$ cat src/rtl/lcd_pkg.sv
// rtl/lcd_pkg.sv - shared FSM state type and display geometry for the framebuffer arbiter
package lcd_pkg;

  typedef enum logic [1:0] {
    ST_IDLE,
    ST_DISP,
    ST_HOST,
    ST_TURN
  } arb_state_e;

  // 480x272 RGB565 panel; the scanout engine fetches in 256-word bursts with 45 blanking clocks per line
  localparam int LCD_H_ACTIVE   = 480;
  localparam int LCD_V_ACTIVE   = 272;
  localparam int LCD_SCAN_BURST = 256;
  localparam int LCD_H_BLANK    = 45;

  // Linear word address of pixel (x, y) in the framebuffer
  function automatic logic [16:0] pix_addr(input logic [8:0] x, input logic [8:0] y);
    return 17'(y) * 17'(LCD_H_ACTIVE) + 17'(x);
  endfunction

endpackage

$ cat src/rtl/lcd_fb_arbiter_if.sv
// rtl/lcd_fb_arbiter_if.sv - requester and SRAM signal bundle around the framebuffer arbiter
interface lcd_fb_arbiter_if #(
  parameter int ADDR_W = 17,
  parameter int DATA_W = 16
);
  logic              disp_req;
  logic [ADDR_W-1:0] disp_addr;
  logic              disp_gnt;
  logic              disp_rvld;
  logic [DATA_W-1:0] disp_rdata;

  logic              host_req;
  logic              host_we;
  logic [ADDR_W-1:0] host_addr;
  logic [DATA_W-1:0] host_wdata;
  logic              host_gnt;
  logic              host_rvld;
  logic [DATA_W-1:0] host_rdata;

  logic              mem_cs;
  logic              mem_we;
  logic [ADDR_W-1:0] mem_addr;
  logic [DATA_W-1:0] mem_wdata;
  logic [DATA_W-1:0] mem_rdata;

  modport slave (
    input  disp_req, disp_addr, host_req, host_we, host_addr, host_wdata, mem_rdata,
    output disp_gnt, disp_rvld, disp_rdata, host_gnt, host_rvld, host_rdata,
    output mem_cs, mem_we, mem_addr, mem_wdata
  );

  modport master (
    output disp_req, disp_addr, host_req, host_we, host_addr, host_wdata, mem_rdata,
    input  disp_gnt, disp_rvld, disp_rdata, host_gnt, host_rvld, host_rdata,
    input  mem_cs, mem_we, mem_addr, mem_wdata
  );
endinterface

$ cat src/rtl/lcd_fb_starve_ctr.sv
// rtl/lcd_fb_starve_ctr.sv - counts host wait cycles and raises the force flag once the host has waited long enough
module lcd_fb_starve_ctr #(
  parameter int STARVE_LIM = 8
) (
  input  logic clk,
  input  logic rst_n,
  input  logic i_host_req,
  input  logic i_host_win,
  output logic o_force
);
  localparam int CNT_W = $clog2(STARVE_LIM) + 1;
  localparam logic [CNT_W-1:0] CNT_MAX = '1;
  localparam logic [CNT_W-1:0] CNT_LIM = CNT_W'(STARVE_LIM);

  logic [CNT_W-1:0] r_starve_cnt;

  // Saturating count of consecutive cycles the host asked and lost; any win or idle host clears it
  always_ff @(posedge clk or negedge rst_n) begin
    if (!rst_n) begin
      r_starve_cnt <= '0;
    end else if (!i_host_req || i_host_win) begin
      r_starve_cnt <= '0;
    end else if (r_starve_cnt != CNT_MAX) begin
      r_starve_cnt <= r_starve_cnt + 1'b1;
    end
  end

  // Count reaches the limit on the cycle after it showed LIM-1, so that arbitration goes to the host
  assign o_force = i_host_req && (r_starve_cnt >= CNT_LIM);

endmodule

$ cat src/rtl/lcd_fb_arbiter.sv
// rtl/lcd_fb_arbiter.sv - scanout/host arbiter for a single-port framebuffer SRAM; LCD_FB_ARB_STATS_EN adds event counters
module lcd_fb_arbiter
  import lcd_pkg::*;
#(
  parameter int ADDR_W     = 17,
  parameter int DATA_W     = 16,
  parameter int STARVE_LIM = 8
) (
  input  logic            clk,
  input  logic            rst_n,
  lcd_fb_arbiter_if.slave bus
`ifdef LCD_FB_ARB_STATS_EN
  ,
  output logic [15:0]     stat_conflicts,
  output logic [15:0]     stat_forced
`endif
);

  arb_state_e        r_state;
  logic              r_disp_gnt;
  logic              r_host_gnt;
  logic              r_mem_cs;
  logic              r_mem_we;
  logic [ADDR_W-1:0] r_mem_addr;
  logic [DATA_W-1:0] r_mem_wdata;
  logic              r_disp_rvld;
  logic              r_host_rvld;

  logic              w_block;
  logic              w_force;
  logic              w_pick_host;
  logic              w_pick_disp;

  // The cycle showing a host write cannot arbitrate, which leaves exactly one dead TURN cycle on the bus
  assign w_block     = (r_state == ST_HOST) && r_mem_we;
  assign w_pick_host = !w_block && bus.host_req && (w_force || !bus.disp_req);
  assign w_pick_disp = !w_block && bus.disp_req && !w_pick_host;

  lcd_fb_starve_ctr #(
    .STARVE_LIM (STARVE_LIM)
  ) u_starve (
    .clk        (clk),
    .rst_n      (rst_n),
    .i_host_req (bus.host_req),
    .i_host_win (w_pick_host),
    .o_force    (w_force)
  );

  // Arbitration FSM: the winner's grant and SRAM command are registered into the next cycle
  always_ff @(posedge clk or negedge rst_n) begin
    if (!rst_n) begin
      r_state     <= ST_IDLE;
      r_disp_gnt  <= 1'b0;
      r_host_gnt  <= 1'b0;
      r_mem_cs    <= 1'b0;
      r_mem_we    <= 1'b0;
      r_mem_addr  <= '0;
      r_mem_wdata <= '0;
    end else begin
      r_disp_gnt <= w_pick_disp;
      r_host_gnt <= w_pick_host;
      r_mem_cs   <= w_pick_disp || w_pick_host;
      r_mem_we   <= w_pick_host && bus.host_we;
      if (w_pick_disp) begin
        r_state    <= ST_DISP;
        r_mem_addr <= bus.disp_addr;
      end else if (w_pick_host) begin
        r_state     <= ST_HOST;
        r_mem_addr  <= bus.host_addr;
        r_mem_wdata <= bus.host_wdata;
      end else if (w_block) begin
        r_state <= ST_TURN;
      end else begin
        r_state <= ST_IDLE;
      end
    end
  end

  // Read-return tag: SRAM data lands one cycle after the command, so flag the owner one cycle late
  always_ff @(posedge clk or negedge rst_n) begin
    if (!rst_n) begin
      r_disp_rvld <= 1'b0;
      r_host_rvld <= 1'b0;
    end else begin
      r_disp_rvld <= r_disp_gnt;
      r_host_rvld <= r_host_gnt && !r_mem_we;
    end
  end

  assign bus.disp_gnt   = r_disp_gnt;
  assign bus.host_gnt   = r_host_gnt;
  assign bus.mem_cs     = r_mem_cs;
  assign bus.mem_we     = r_mem_we;
  assign bus.mem_addr   = r_mem_addr;
  assign bus.mem_wdata  = r_mem_wdata;
  assign bus.disp_rvld  = r_disp_rvld;
  assign bus.host_rvld  = r_host_rvld;
  assign bus.disp_rdata = r_disp_rvld ? bus.mem_rdata : '0;
  assign bus.host_rdata = r_host_rvld ? bus.mem_rdata : '0;

`ifdef LCD_FB_ARB_STATS_EN
  logic [15:0] r_stat_conflicts;
  logic [15:0] r_stat_forced;

  // Saturating counters: cycles with both sides asking, and host wins that only happened through starvation
  always_ff @(posedge clk or negedge rst_n) begin
    if (!rst_n) begin
      r_stat_conflicts <= '0;
      r_stat_forced    <= '0;
    end else begin
      if (bus.disp_req && bus.host_req && (r_stat_conflicts != 16'hFFFF)) begin
        r_stat_conflicts <= r_stat_conflicts + 16'd1;
      end
      if (w_pick_host && w_force && bus.disp_req && (r_stat_forced != 16'hFFFF)) begin
        r_stat_forced <= r_stat_forced + 16'd1;
      end
    end
  end

  assign stat_conflicts = r_stat_conflicts;
  assign stat_forced    = r_stat_forced;
`endif

endmodule
$ cat src/flat_wrapper.sv
// flat-port wrapper written by rule: the top's interface ports become plain ports
module lcd_fb_arbiter_flat import lcd_pkg::*;
#(
  parameter int ADDR_W     = 17,
  parameter int DATA_W     = 16,
  parameter int STARVE_LIM = 8
)
  (clk, rst_n, bus_disp_req, bus_disp_addr, bus_host_req, bus_host_we, bus_host_addr, bus_host_wdata, bus_mem_rdata, bus_disp_gnt, bus_disp_rvld, bus_disp_rdata, bus_host_gnt, bus_host_rvld, bus_host_rdata, bus_mem_cs, bus_mem_we, bus_mem_addr, bus_mem_wdata);
  lcd_fb_arbiter_if #(.ADDR_W(ADDR_W), .DATA_W(DATA_W)) bus_i ();
  input  logic clk;
  input  logic rst_n;
  input wire logic [$bits(bus_i.disp_req)-1:0] bus_disp_req;
  input wire logic [$bits(bus_i.disp_addr)-1:0] bus_disp_addr;
  input wire logic [$bits(bus_i.host_req)-1:0] bus_host_req;
  input wire logic [$bits(bus_i.host_we)-1:0] bus_host_we;
  input wire logic [$bits(bus_i.host_addr)-1:0] bus_host_addr;
  input wire logic [$bits(bus_i.host_wdata)-1:0] bus_host_wdata;
  input wire logic [$bits(bus_i.mem_rdata)-1:0] bus_mem_rdata;
  output wire logic [$bits(bus_i.disp_gnt)-1:0] bus_disp_gnt;
  output wire logic [$bits(bus_i.disp_rvld)-1:0] bus_disp_rvld;
  output wire logic [$bits(bus_i.disp_rdata)-1:0] bus_disp_rdata;
  output wire logic [$bits(bus_i.host_gnt)-1:0] bus_host_gnt;
  output wire logic [$bits(bus_i.host_rvld)-1:0] bus_host_rvld;
  output wire logic [$bits(bus_i.host_rdata)-1:0] bus_host_rdata;
  output wire logic [$bits(bus_i.mem_cs)-1:0] bus_mem_cs;
  output wire logic [$bits(bus_i.mem_we)-1:0] bus_mem_we;
  output wire logic [$bits(bus_i.mem_addr)-1:0] bus_mem_addr;
  output wire logic [$bits(bus_i.mem_wdata)-1:0] bus_mem_wdata;
  assign bus_i.disp_req = bus_disp_req;
  assign bus_i.disp_addr = bus_disp_addr;
  assign bus_i.host_req = bus_host_req;
  assign bus_i.host_we = bus_host_we;
  assign bus_i.host_addr = bus_host_addr;
  assign bus_i.host_wdata = bus_host_wdata;
  assign bus_i.mem_rdata = bus_mem_rdata;
  assign bus_disp_gnt = bus_i.disp_gnt;
  assign bus_disp_rvld = bus_i.disp_rvld;
  assign bus_disp_rdata = bus_i.disp_rdata;
  assign bus_host_gnt = bus_i.host_gnt;
  assign bus_host_rvld = bus_i.host_rvld;
  assign bus_host_rdata = bus_i.host_rdata;
  assign bus_mem_cs = bus_i.mem_cs;
  assign bus_mem_we = bus_i.mem_we;
  assign bus_mem_addr = bus_i.mem_addr;
  assign bus_mem_wdata = bus_i.mem_wdata;
  lcd_fb_arbiter #(.ADDR_W(ADDR_W), .DATA_W(DATA_W), .STARVE_LIM(STARVE_LIM)) u_core (.clk(clk), .rst_n(rst_n), .bus(bus_i));
endmodule
$ cat config.mk
export PLATFORM = sky130hd
export DESIGN_NAME = lcd_fb_arbiter_flat
export DESIGN_NICKNAME = d
export VERILOG_FILES = /design/src/rtl/lcd_pkg.sv /design/src/rtl/lcd_fb_arbiter_if.sv /design/src/rtl/lcd_fb_starve_ctr.sv /design/src/rtl/lcd_fb_arbiter.sv /design/src/flat_wrapper.sv
export SDC_FILE = /design/constraint.sdc
export NUM_CORES = 1
export LEC_CHECK = 0
export ABC_AREA = 1
export CAP_MARGIN = 10
export CORE_MARGIN = 4
export CORE_UTILIZATION = 35
export CTS_BUF_LIST = sky130_fd_sc_hd__clkbuf_2
export DETAILED_ROUTE_END_ITERATION = 6
export PLACE_DENSITY = 0.8
export SKIP_LAST_GASP = 1
export SLEW_MARGIN = 20
export SYNTH_ARGS = -nofsm -noshare
export SYNTH_HDL_FRONTEND = slang
export SYNTH_SLANG_ARGS = --single-unit
$ cat constraint.sdc
create_clock -name clk -period 3.74 [get_ports clk]
set_input_delay 0.748 -clock clk [delete_from_list [all_inputs] [get_ports clk]]
set_output_delay 0.748 -clock clk [all_outputs]
set_load 0.03 [all_outputs]
==> results.json <==
{
  "cp_max_fo": 2,
  "postLayoutCoreUtil_pct": 57.6,
  "ctsHoldBuffers": 0,
  "antenna_found_initial": 0,
  "htree_levels": 2,
  "numCtsBuffers": 5,
  "worstSetupEndpoint": "bus_disp_rdata[9]",
  "yosys_warnings": 0,
  "layout-drive-gt1-share_pct": 7.81,
  "clkTransAtPathRegs_ns": 0.24,
  "dr.pass1.iters": 4,
  "p_per_area_nw_per_um2": 323,
  "dp_hpwl_um": 5310,
  "yosysUniqueCellTypes": 24,
  "die_w_um": 92.0,
  "cts_tree": "done",
  "port_buffers": 141,
  "clk_latency_ns": 0.41,
  "num_io_pins": 142,
  "routed_wl_um": 6950,
  "setup_viol": 0,
  "cpPeakStageDelay_ns": 0.66,
  "start_kind": "input port",
  "clkSinkCount": 45,
  "slew_viol_final": 0,
  "grt_pass1_wl_um": 11700,
  "grt_usage_pct": 16.8,
  "relSlewSlack_pct": 61.9,
  "maxCapViolCount": 0,
  "vias_per_cell": 4.45,
  "die-area_sq_um": 8460,
  "p_leak_nw": 2.12,
  "synthTopCellsByArea": "dfrtp_1 (46%), nand2_1 (19%), inv_1 (11%), nand4_1 (4.3%), nand3_2 (3.7%)",
  "syn-num-nets": 398,
  "r2r_slack_ns": 2.07,
  "cts.repair.resized": 0,
  "areaGrowthSynthToFinish_pct": 59.6,
  "ys_ff_latch": 45,
  "end_kind": "output pin",
  "synth_area_sq_um": 2470,
  "crit_chain": "clkdlybuf4s50_1, nand2_1, inv_1, clkdlybuf4s50_1",
  "fin_crit_sh_pct": 74.3,
  "max_slew.worst_pin.slew_ns": 0.569,
  "hold_path_class": "input port to async pin",
  "grt_setup_unrepaired": "no",
  "drt_iter0_drc": 69,
  "cpMostUsedCell": "clkdlybuf4s50_1",
  "routedWlPerCell_um": 12.5,
  "status": "finished, final reports clean",
  "grt_pass1_vias": 2515,
  "syn_inst": 325,
  "grt_max_degree": 46,
  "clock_path_buffers": 2,
  "startpoint": "bus_mem_rdata[9]",
  "synth_top_area_share_pct": 45.6,
  "die_y_um": 92.0,
  "drcViolationCount": 0,
  "final.setup.tns_ns": 0,
  "cts_setup_buffers": 0,
  "ant_nets": 0,
  "start_util_pct": 36.1,
  "r2r_start": "u_core.bus.mem_we",
  "max_freq_ghz": 0.360,
  "finalClockSkew_ns": 0.0240,
  "cp_data_arrival_time_ns": 2.03,
  "critPathKind": "input port to output pin",
  "root_buffer": "clkbuf_2",
  "cp.required_ns": 2.99,
  "core_sq_um": 6830,
  "rows": 30,
  "yosysTopAreaCell": "dfrtp_1",
  "timing.final.crit_period_ns": 2.78,
  "place.gp.congestion": 0.759,
  "path_delay_family": "buffers and inverters",
  "ys_seq_area_share_pct": 45.6,
  "n_antenna_cell": 0,
  "slowest_stage": "clkdlybuf4s50_1",
  "max-vdd-ir-drop_mv": 0.170,
  "nNetsFinal": 533,
  "reg2reg_to": "u_core.bus.mem_addr[5]",
  "reg2regPathDepth": 5,
  "whs_ns": 0.293,
  "num_vias": 2477,
  "grt_overflow": 0,
  "design_area_sq_um": 3940,
  "hold_viol_final": 0,
  "p_total_mw": 1.27,
  "path_depth": 4,
  "synth.avg_cell_area_sq_um": 7.59,
  "path_buf_inv": 3,
  "postPlaceCellArea_sq_um": 3890
}
registers in the layout (all words and copies together), names as in the netlist:
| signal | flops |
|---|---|
| u_core.r_state | 2 |
| u_core.bus.mem_addr | 17 |
| u_core.bus.mem_wdata | 16 |
| u_core.bus.host_rvld | 1 |
| u_core.bus.host_gnt | 1 |
| u_core.bus.disp_rvld | 1 |
| u_core.bus.mem_we | 1 |
| u_core.bus.disp_gnt | 1 |
| u_core.bus.mem_cs | 1 |
| u_core.u_starve.r_starve_cnt | 4 |
power breakdown:
part	switching, mW	total, mW	internal [mW]	leakage, nW
combinational	0.269	0.488	0.219	1.55
clock	0.160	0.209	0.0483	0.0252
sequential	0.0368	0.576	0.540	0.551
total	0.466	1.27	0.807	2.12
per-stage QoR:
step	cells	worst slack [ns]
after floorplan	325	1.70
after global placement	549	0.960
after detailed placement	549	0.959
after CTS	557	0.953
after global routing	557	0.826
final	557	0.963
per-layer routing:
layer  share of wire (%)  vias to the layer above  routed length (um)  global-route usage, %
met5                   0                        -                   0                      0
met4                 1.2                        0                  83                   4.21
met3                 9.6                        8                 664                   5.91
met2                  49                      116                3420                   30.6
met1                  40                     1130                2780                   18.6
li1                    -                     1223                   -                      -
cells by family after synthesis:
family                     share of synthesized area (%)
adders and majority gates                           1.01
buffers and inverters                               16.2
AOI/OAI and AO/OA                                   1.27
and+or+nand+nor                                     35.1
DFF                                                 45.6
xor gates and xnor gates                           0.710
worst register-to-register path: cells and delay by family (launching register included):
kind / cells / cell delay, ns
and+or+nand+nor: 3 / 0.52
buffers and inverters: 1 / 0.23
AOI/OAI and AO/OA: 1 / 0.35
DFF: 1 / 0.48
layout by cell type (no fill, tap or decap), drive strengths merged, types with 2 or more instances in the layout:
| cell | count |
|---|---|
| clkdlybuf4s50 | 140 |
| nand2 | 137 |
| inv | 75 |
| dfrtp | 45 |
| nand3 | 23 |
| nand4 | 17 |
| clkbuf | 6 |
| nor2 | 5 |
| o21ai | 3 |
| xor2 | 2 |
| ha | 2 |
| clkinvlp | 2 |
| buf | 2 |
worst min-delay path by stage:
stage,startpoint,to,slack (ns),depth (start not counted)
floorplan,rst_n,u_core.bus.disp_gnt,0.45,0
global placement,u_core.bus.disp_gnt,u_core.bus.disp_rvld,0.38,0
detailed placement,u_core.bus.disp_gnt,u_core.bus.disp_rvld,0.39,0
CTS,u_core.bus.disp_gnt,u_core.bus.disp_rvld,0.43,0
global route,rst_n,u_core.bus.mem_wdata[11],0.29,1
finish,rst_n,u_core.r_state[1],0.29,1
Yosys cell counts (all sizes together):
| cell | number |
|---|---|
| nand4 | 17 |
| nor2 | 5 |
| buf | 10 |
| o21ai | 3 |
| xor2 | 2 |
| inv | 75 |
| nand2 | 137 |
| ha | 2 |
| a21oi | 1 |
| clkinv | 1 |
| clkbuf | 4 |
| dfrtp | 45 |
| nand3 | 23 |
final cells by class:
type                       instances  area, sq um
timing repair buffer             142         1420
sequential                        45         1130
multi-input combinational        190          941
clock inverter                     2         15.0
fill                             633         2890
inverter                          76          289
clock buffer                       6         30.0
tap                               96          120
(Power assumes the default switching activity.)
